==> src/rtl/flt2int_seq.sv <==
// flt2int_seq: sequential half-precision float to int16 converter.
// Reads the operand bytes from data_mem and writes the rounded, saturated result back.
module flt2int_seq #(
   parameter logic [7:0] IN_ADDR  = 8'd4,
   parameter logic [7:0] OUT_ADDR = 8'd6
) (
   input  logic       clk,
   input  logic       reset,
   input  logic       start,
   output logic       done,
   output logic [7:0] DataAddress,
   output logic       ReadMem,
   output logic       WriteMem,
   output logic [7:0] DataIn,
   input  logic [7:0] DataOut
);

   typedef enum logic [3:0] {
      IDLE, RD_LO, RD_HI, DECODE, SHIFT, ROUND, WR_LO, WR_HI, DONE
   } state_t;

   state_t state, state_nx;

   logic [7:0]  lo, hi;
   logic [16:0] mag;
   logic        guard, sticky, left;
   logic [4:0]  cnt;
   logic [15:0] res;

   logic        sgn;
   logic [4:0]  e;
   logic [4:0]  amt;
   logic [16:0] mag_r;
   logic [15:0] rounded;

   assign sgn = hi[7];
   assign e   = hi[6:2];
   assign amt = (e >= 5'd25) ? (e - 5'd25) : (5'd25 - e);

   // Round to nearest even; left shifts leave guard/sticky clear.
   assign mag_r = mag + {16'd0, guard & (sticky | mag[0])};

   always_comb begin
      rounded = mag_r[15:0];
      if (!sgn) begin
         if (mag_r > 17'd32767) rounded = 16'h7FFF;
      end else begin
         if (mag_r > 17'd32768) rounded = 16'h8000;
         else                   rounded = 16'd0 - mag_r[15:0];
      end
   end

   always_ff @(posedge clk or negedge reset) begin
      if (!reset) state <= IDLE;
      else        state <= state_nx;
   end

   always_comb begin
      state_nx    = state;
      done        = 1'b0;
      DataAddress = 8'd0;
      ReadMem     = 1'b0;
      WriteMem    = 1'b0;
      DataIn      = 8'd0;
      unique case (state)
         IDLE: if (start) state_nx = RD_LO;
         RD_LO: begin
            DataAddress = IN_ADDR;
            ReadMem     = 1'b1;
            state_nx    = RD_HI;
         end
         RD_HI: begin
            DataAddress = IN_ADDR + 8'd1;
            ReadMem     = 1'b1;
            state_nx    = DECODE;
         end
         DECODE: begin
            if (e == 5'd31 || e <= 5'd13) state_nx = WR_LO;
            else if (amt == 5'd0)         state_nx = ROUND;
            else                          state_nx = SHIFT;
         end
         SHIFT: if (cnt == 5'd1) state_nx = ROUND;
         ROUND: state_nx = WR_LO;
         WR_LO: begin
            DataAddress = OUT_ADDR;
            WriteMem    = 1'b1;
            DataIn      = res[7:0];
            state_nx    = WR_HI;
         end
         WR_HI: begin
            DataAddress = OUT_ADDR + 8'd1;
            WriteMem    = 1'b1;
            DataIn      = res[15:8];
            state_nx    = DONE;
         end
         DONE: begin
            done = 1'b1;
            if (start) state_nx = RD_LO;
         end
         default: state_nx = IDLE;
      endcase
   end

   always_ff @(posedge clk or negedge reset) begin
      if (!reset) begin
         lo     <= 8'd0;
         hi     <= 8'd0;
         mag    <= 17'd0;
         guard  <= 1'b0;
         sticky <= 1'b0;
         left   <= 1'b0;
         cnt    <= 5'd0;
         res    <= 16'd0;
      end else begin
         case (state)
            RD_LO: lo <= DataOut;
            RD_HI: hi <= DataOut;
            DECODE: begin
               guard  <= 1'b0;
               sticky <= 1'b0;
               mag    <= {6'd0, 1'b1, hi[1:0], lo};
               left   <= (e >= 5'd25);
               cnt    <= amt;
               if (e == 5'd31)      res <= sgn ? 16'h8000 : 16'h7FFF;
               else if (e <= 5'd13) res <= 16'd0;
            end
            SHIFT: begin
               cnt <= cnt - 5'd1;
               if (left) begin
                  mag <= mag << 1;
               end else begin
                  mag    <= mag >> 1;
                  guard  <= mag[0];
                  sticky <= sticky | guard;
               end
            end
            ROUND: res <= rounded;
            default: ;
         endcase
      end
   end

endmodule

==> config.mk <==
export PLATFORM = sky130hd
export DESIGN_NAME = flt2int_seq
export DESIGN_NICKNAME = d
export VERILOG_FILES = /design/src/rtl/flt2int_seq.sv
export SDC_FILE = /design/constraint.sdc
export NUM_CORES = 1
export LEC_CHECK = 0
export BUFFER_PORTS_ARGS = -buffer_cell sky130_fd_sc_hd__buf_4
export CAP_MARGIN = 15
export CORE_MARGIN = 1
export CORE_UTILIZATION = 45
export CTS_BUF_LIST = sky130_fd_sc_hd__clkbuf_4 sky130_fd_sc_hd__clkbuf_8 sky130_fd_sc_hd__clkbuf_16
export CTS_CLUSTER_SIZE = 40
export DETAILED_ROUTE_END_ITERATION = 10
export HOLD_SLACK_MARGIN = 0.02
export PLACE_DENSITY = 0.64
export RECOVER_POWER = 25
export SKIP_CTS_REPAIR_TIMING = 1
export SLEW_MARGIN = 20
export SYNTH_ARGS = -nofsm -noshare
export SYNTH_HDL_FRONTEND = slang
export SYNTH_SLANG_ARGS = --single-unit
export TNS_END_PERCENT = 10
==> constraint.sdc <==
create_clock -name clk -period 3.4 [get_ports clk]
set_input_delay 0.34 -clock clk [delete_from_list [all_inputs] [get_ports clk]]
set_output_delay 0.34 -clock clk [all_outputs]
set_load 0.01 [all_outputs]
# After elaboration in Yosys (flattened, before gate mapping)
# Cells that the tools add are included.
[totals]
in_bits = 11
output_inout_bits = 19
elab_cells = 71
reg_bits = 61
[classes]
reduce_logical = 11
add_sub_neg = 5
n_lt_le_gt_ge = 4
bitwise_logic = 3
eq_ne = 14
mux = 25
[op_table]
columns = ["cell", "n"]
rows = [
  ["2-to-1 mux 16 bit", 6],
  ["case mux 17 bit (2 select lines)", 1],
  ["case mux 16 bit (2 select lines)", 1],
  ["case mux 4 bit (8 select lines)", 1],
  ["adder 17 x 1 -> 17 bit", 1],
  ["greater-than comparator 17 x 15 -> 1 bit, second input constant", 1],
  ["greater-than comparator 17 x 16 -> 1 bit, second input constant", 1],
  ["2-to-1 mux 17 bit", 1],
  ["equality test 4 x 3 -> 1 bit, second input constant", 4],
  ["case mux 8 bit (2 select lines)", 1],
  ["subtractor 1 x 16 -> 16 bit, first input constant", 1],
  ["case mux 3 bit (4 select lines)", 1],
  ["case mux 5 bit (2 select lines)", 1],
  ["equality test 4 x 2 -> 1 bit, second input constant", 2],
  ["2-to-1 mux 4 bit", 2],
  ["2-to-1 mux 1 bit", 6],
  ["AND reduction 2 bit", 3],
  ["OR reduction 2 bit", 3],
  ["equality test 5 x 1 -> 1 bit, second input constant", 1],
  ["equality test 5 bit, second input constant", 1],
  ["greater-or-equal comparator 5 bit, second input constant", 1],
  ["<= comparator 5 x 4 -> 1 bit, second input constant", 1],
  ["zero test 5 bit", 1],
  ["2-to-1 mux 5 bit", 1],
  ["15 further kinds", 19],
]

# Longest topological paths before layout
# Gate-level depths: netlist of the first run.
[logic_depth]
ltp_word = 7
mapped_depth = 12
ltp_nobuf = 11

# Worst setup path after synthesis of the first run
# No wires, ideal clock.
[synth_path]
path_kind = "reg2reg"
from = "register mag[0]"
to = "register res[15]"
path_slack_ns = 0.446
arrival_ns = 2.886
path_stages_with_launch = 12
required_time_ns = 3.333
n_path_buf = 0
cell_sequence = "dfrtp_1 > o21a_1 > ha_1 > ha_1 > xor2_1 > or3_4 > a2111oi_4 > nand3_1 > or2_1 > or3_1 > nand4_1 > a32o_1"
[synth_between]
elab_chain_len = 7
[synth_rtl]
columns = ["element", "line", "source"]
rows = [
  ["from (decl)", "25", "logic [16:0] mag;"],
  ["from (signal assigned)", "121", "mag <= {6'd0, 1'b1, hi[1:0], lo};"],
  ["from (signal assigned)", "130", "mag <= mag << 1;"],
  ["from (signal assigned)", "132", "mag <= mag >> 1;"],
  ["OR 1 bit", "41", "assign mag_r = mag + {16'd0, guard & (sticky | mag[0])};"],
  ["AND 1 bit", "41", ""],
  ["adder 17 x 1 -> 17 bit (*)", "41", ""],
  ["subtractor 1 x 16 -> 16 bit, or another cell as far along", "49", "else rounded = 16'd0 - mag_r[15:0];"],
  ["2-to-1 mux 16 bit, on equally long branches", "48, 46", ""],
  ["2-to-1 mux 16 bit (*)", "45", "if (!sgn) begin"],
  ["case mux 16 bit (2 select lines) (*)", "115", "case (state)"],
  ["to (signal assigned)", "124", "if (e == 5'd31) res <= sgn ? 16'h8000 : 16'h7FFF;"],
  ["to (signal assigned)", "137", "ROUND: res <= rounded;"],
  ["to (decl)", "28", "logic [15:0] res;"],
]
# Every way passes the cells marked *; elsewhere a longest branch is shown, timed or not.
# A chain may end at the register's enable or synchronous reset.

# Worst setup path in the final report of the first run
[layout_path]
from = "register mag[0]"
to = "register res[3]"
# Same word-level chain as after synthesis.

==> summary.md, run 1 <==
| Metric | Value |
|---|---|
| Setup crit end | res[3] |
| Global route total overflow | 0 |
| Synth warn | 0 |
| Placer Congestion | 0.938 |
| Core ar. | 9330 sq um |
| Synth Instances | 501 |
| Worst EP arrival | 3370 ps |
| Slew margin rel. | -2.76% |
| Nets | 545 |
| Top cells by instance count after synthesis | dfrtp_1, nor2_1, nand2_1, o21ai_0, a21oi_1 |
| Crit path required time | 3640 ps |
| Vias in the first global route | 3667 |
| Max-Cap Viols | 1 |
| CP startpoint kind | flip-flop |
| Drt drc | 0 |
| Asr flop ratio synth | 100% |
| Placed Cells | 637 |
| R2r endpoint | res[3] |
| TritonCTS clock tree | yes |
| Avg Inst Size Synth | 8.75 sq um |
| Area share of fa/ha/maj cells after synthesis | 4.28% |
| Power, Total | 4.35 mW |
| Min-delay src | DataOut[3] |
| Die area | 10100 sq um |
| Non-Filler Instances | 653 |
| # clock sinks | 61 |
| Mapped Area | 4380 sq um |
| Number of synthesized flops with an enable pin | 0 |
| Post-synthesis mux area share | 9.02% |
| Slew @ Worst Pin | 1540 ps |
| Post-route ant nets | 0 |
| Failing checks | max-capacitance violations, max-slew violations |
| Leakage power | 2.10 nW |
| Sequential area share after synthesis | 34.8% |
| Pwr dens | 888 nW/um^2 |
| DIE HEIGHT | 101 um |
| Reg area | 1530 sq um |
| Slowest stage delay, CP | 440 ps |
| Fin crit share | 92.0% |
| Worst skew pair latency | 360 ps |
| Fin. Hold Viols | 0 |
| Area leader, netlist | dfrtp_1 |
| Worst-case reg-to-reg path depth | 10 |
| Post-detail-place hpwl | 8.16 mm |
| Multi-input gate area | 2630 sq um |
| Flops & latches, synth | 61 |
| Longest Clk Path Bufs | 2 |
| Vias per inst | 5.88 |
| Peak VDD IR | 0.000442 V |
| Clk slew on worst S/H paths | 80 ps |
| Port bufs | 24 |
| Via count | 3842 |
| Share of the synthesized area in the top cell type | 34.8% |
| CP endpoint kind | flip-flop |
| # setup viols final | 0 |
| Status | finished with violations |
| Fillers | 876 |
| Slew Viols, Final | 62 |
| P&R area growth vs syn | 11.9% |
| Simple-gate area share of the yosys netlist | 22.2% |
| Share of post-route cells with drive strength above 1 | 16.6% |
| Total global-route track usage | 23.6% |
| Worst Path Max Fanout | 16 |
| Most numerous cell in the Yosys netlist | dfrtp_1 |
| Drt total wl | 11.2 mm |
| CTS root buffer | clkbuf_8 |
| Largest family of logic cells by synthesized area | simple AND/OR/NAND/NOR gates |
| CP max stage cell | dfrtp_1 |
| DR WL/cell | 17.1 um |
| Final min period | 3130 ps |
| Distinct cell type count after synthesis | 62 |
| Worst Skew | 16.0 ps |
| Area contributors post-synth | dfrtp_1, mux2i_1, ha_1 |
| Ports | 30 |
| Ant. Diodes | 0 |
| Reg2reg setup slack | 270 ps |
| DRT Pass-1 Iters | 4 |
| Die W | 101 um |
| H-tree Lvls | 3 |
| # rows | 35 |
| CP Class | reg -> reg |
| Critical path origin | mag[0] |
| CP Cell Sequence | o21a_1, ha_1, nand4_2, nor4_4, nor2b_1, a21oi_1, o21ai_4, o21bai_2, o21bai_1, a2111o_1 |
| Largest net degree at the start of global routing | 62 |
| Worst flop-to-flop path startpoint | mag[0] |
| CTS Buf Count | 9 |
| Initial Util | 47.0% |
| Hold Path Class | in -> reg |
| Initial antenna violation count | 0 |
| Synth Area in Compound Gates | 19.5% |
| Global-route wire length before repair | 18.6 mm |
| Fmax | 0.320 GHz |
| Top_reg_cell synth | dfrtp_1 |
| Setup TNS | 0 ps |
| Initial detailed-routing violation count | 282 |
| Synth Area in XOR/XNOR | 4.40% |
| Unrepaired setup endpoints after global routing | true |
sequential cells by signal, summed over array words and instances, names as in the netlist:
register	count
mag	17
res	16
hi	8
lo	8
cnt	5
state	4
guard	1
left	1
sticky	1
cell families (layout without fill, tap and decap cells):
kind of cell               after synthesis  in the layout
adders and majority gates               15             15
buffers and inverters                   57             76
xor gates and xnor gates                22             22
DFF                                     61             61
AOI/OAI and AO/OA                      121            121
muxes                                   38             38
other                                    1              5
and+or+nand+nor                        186            186
where the power goes:
group	internal, mW	switching (mW)
logic	1.00	1.23
clock network	0.340	0.334
registers	1.02	0.424
cell usage in the layout, fill, tap and decap left out, drive strengths merged, types with 4 or more instances in the layout:
cell type	instances
dfrtp	61
nor2	47
nand2	46
buf	41
o21ai	35
a21oi	28
mux2i	26
nand3	20
inv	18
xnor2	17
nor3	17
ha	15
mux2	12
nand4	12
a221o	11
clkbuf	10
nand2b	9
nor4	9
a221oi	6
xor2	5
a211oi	5
conb	5
or3	5
o21a	4
and4	4
o21bai	4
clkinv	4
layer usage:
metal	wire [um]	GRT usage [%]	vias to the layer above	part of all wire [%]
li1	-	-	1846	-
met1	5130	31.4	1874	46
met2	5270	38.8	101	47
met3	524	5.13	21	4.7
met4	247	6.58	0	2.2
met5	0	0	-	0
cell type report:
cell class,instances,area share [%]
multi-input combinational,387,53.7
sequential,61,31.1
timing repair buffer,42,6.38
tap,129,3.29
clock buffer,9,2.53
clock inverter,7,1.56
inverter,18,1.38
how the worst min path moves through the flow:
stage,endpoint,slack [ps],cells after the start
after floorplan,cnt[0],40,0
after global placement,mag[0],460,2
after detailed placement,mag[0],470,2
after CTS,res[1],100,1
after global routing,hi[3],210,3
final,hi[3],210,3
critical path, delay by kind of cell, from the launching register on:
family	cells	cell delay [ps]
simple gates	3	800
compound gates	6	1490
flops	1	440
fa+ha+maj	1	280
per-stage QoR:
step / instance area [sq um] / setup slack [ps] / hold WS (ps) / utilization [%]
finish: 4900 / 273 / 211 / 52.5
global route: 4900 / -13.9 / 210 / 52.5
CTS: 4900 / 225 / 97.9 / 52.5
detailed placement: 4700 / 248 / 468 / 50.4
global placement: 4700 / 321 / 464 / 50.4
floorplan: 4400 / 446 / 44.4 / -
No activity file was read; power rests on OpenSTA's default activity.
==> run 2: changes to the inputs <==
- CELL_PAD_IN_SITES_DETAIL_PLACEMENT: default -> 0
- CELL_PAD_IN_SITES_GLOBAL_PLACEMENT: default -> 1
- PLACE_DENSITY: 0.64 -> 0.8
==> summary.md, run 2 (synthesis gave the netlist of run 1 again) <==
| Metric | Value |
|---|---|
| Top reg by flops | mag |
| P&R area growth vs syn | 11.7% |
| Peak VDD IR | 0.000522 V (+18%) |
| Worst hold margin | 217 ps (+6.22 ps) |
| Fin. Hold Viols | 0 (unchanged) |
| CP endpoint kind | flip-flop |
| Post-route ant nets | 0 (unchanged) |
| Fmax | 0.327 GHz (+2.2%) |
| Non-Filler Instances | 655 (+0.31%) |
| Drt total wl | 11.2 mm (+0.38%) |
| Unrepaired setup endpoints after global routing | false |
| Die area | 10100 sq um (unchanged) |
| Pwr dens | 880 nW/um^2 (-0.85%) |
| Worst flop-to-flop path startpoint | guard |
| H-tree Lvls | 3 (unchanged) |
| Met2 wire length | 5.12 mm (-2.8%) |
| DRT Pass-1 Iters | 5 (+1) |
| Largest net degree at the start of global routing | 62 (unchanged) |
| Top Registers | mag x17, res x16 |
| Clk slew on worst S/H paths | 70 ps (about the same) |
| Hold Path Class | in -> reg |
| Status | finished with violations |
| CP max stage cell | nor4_4 |
| Slew Viols, Final | 62 (unchanged) |
| CP startpoint kind | flip-flop |
| Share of post-route cells with drive strength above 1 | 16.9% (+0.32 points) |
| Via count | 3798 (-1.1%) |
| Die W | 101 um (unchanged) |
| Failing checks | max-capacitance violations, max-slew violations |
| Nets | 548 (+0.55%) |
| Fin crit share | 90.0% (-2.0 points) |
| Port bufs | 24 (unchanged) |
| Global-route wire length before repair | 18.7 mm (about the same) |
| Core ar. | 9330 sq um (unchanged) |
| Global route total overflow | 0 (unchanged) |
| R2r endpoint | res[3] |
| Total global-route track usage | 23.9% (+0.27 points) |
| Worst EP arrival | 3280 ps (-90 ps) |
| DR WL/cell | 17.1 um (about the same) |
| Setup crit end | res[3] |
| Reg2reg setup slack | 340 ps (+70 ps) |
| Hold path depth | 3 (unchanged) |
| Drt drc | 0 (unchanged) |
| Longest Clk Path Bufs | 2 (unchanged) |
| Slowest stage delay, CP | 420 ps (-20 ps) |
| # clock sinks | 61 (unchanged) |
| Setup TNS | 0 ps (unchanged) |
| Slew @ Worst Pin | 1530 ps (-10.3 ps) |
| CTS root buffer | clkbuf_8 |
| Buffers & Inverters on Critical Path | 0 (unchanged) |
| Worst skew pair latency | 340 ps (-20 ps) |
| Worst Path Max Fanout | 16 (unchanged) |
| Crit path required time | 3620 ps (-20 ps) |
| Most frequent cells in the layout | dfrtp_1, nor2_1, nand2_1 |
| Final min period | 3060 ps (-67.9 ps) |
| Critical path origin | guard |
| Ports | 30 (unchanged) |
| Top routing layer used | met4 |
| Placed Cells | 640 (+0.47%) |
| CTS Buf Count | 9 (unchanged) |
| Most common cell after layout, fill and taps aside | dfrtp_1 |
| # setup viols final | 0 (unchanged) |
| Leakage power | 2.10 nW (+0.11%) |
| Vias per inst | 5.80 (-1.4%) |
| DIE HEIGHT | 101 um (unchanged) |
| # rows | 35 (unchanged) |
| Max-Cap Viols | 1 (unchanged) |
| Ant. Diodes | 0 (unchanged) |
| Vias in the first global route | 3629 (-1.0%) |
| Worst Skew | 13.2 ps (-2.76 ps) |
| CP Cell Sequence | o21a_1, ha_1, nand4_2, nor4_4, nor2b_1, a21oi_1, o21ai_4, o21bai_2, o21bai_1, a2111o_1 |
| TritonCTS clock tree | yes |
| CP Class | reg -> reg |
| Initial Util | 47.0% (unchanged) |
| Placer Congestion | 0.880 (-6.2%) |
| Met1 Wirelength | 5.51 mm (+7.5%) |
| Initial antenna violation count | 0 (unchanged) |
| Critical path's top delay family | compound AO/OA/AOI/OAI gates |
| Worst-case reg-to-reg path depth | 10 (unchanged) |
| Slew margin rel. | -2.07% (+0.69 points) |
| DR WL met3 | 461 um (-12%) |
| Post-detail-place hpwl | 8.20 mm (+0.49%) |
| Max reg flops | 17 (unchanged) |
| Crit. path cell count | 10 (unchanged) |
| Initial detailed-routing violation count | 177 (-37%) |
-- run 2: worst min path at each step --
stage	from	slack, ps	end
after global routing	DataOut[4]	210	hi[4]
final	DataOut[4]	220	hi[4]
after global placement	reset	470	state[3]
after CTS	reset	100	state[3]
after floorplan	reset	40	cnt[0]
after detailed placement	lo[0]	460	mag[0]
-- run 2: power by group --
part	internal [mW]	switching, mW
clock network	0.271	0.314
logic	1.03	1.28
registers	1.02	0.391
-- run 2: routing by layer --
metal	track usage (%)	vias up
met3	3.19	9
met1	33.9	1838
met2	38.2	101
met4	6.58	0
met5	0	-
li1	-	1850
-- run 2: worst register-to-register path: cells and delay by family (launching register included) --
family	cells	cell delay, ps
compound gates	6	1460
simple gates	3	840
fa+ha+maj	1	280
flops	1	370
-- run 2: final cells by class --
type / instances / area, sq um
clock buffer: 10 / 131
fill: 887 / 4440
inverter: 18 / 67.6
tap: 129 / 161
clock inverter: 5 / 37.5
timing repair buffer: 45 / 335
sequential: 61 / 1530
multi-input combinational: 387 / 2630
-- run 2: through the flow --
stage	utilization (%)	worst slack, ps	instance area (sq um)	power (mW)
final	52.4	341	4890	4.31
after detailed placement	50.6	256	4720	3.71
after global routing	52.4	138	4890	4.64
after CTS	52.4	253	4890	4.31
after floorplan	-	446	4400	2.99
after global placement	50.6	348	4720	3.67
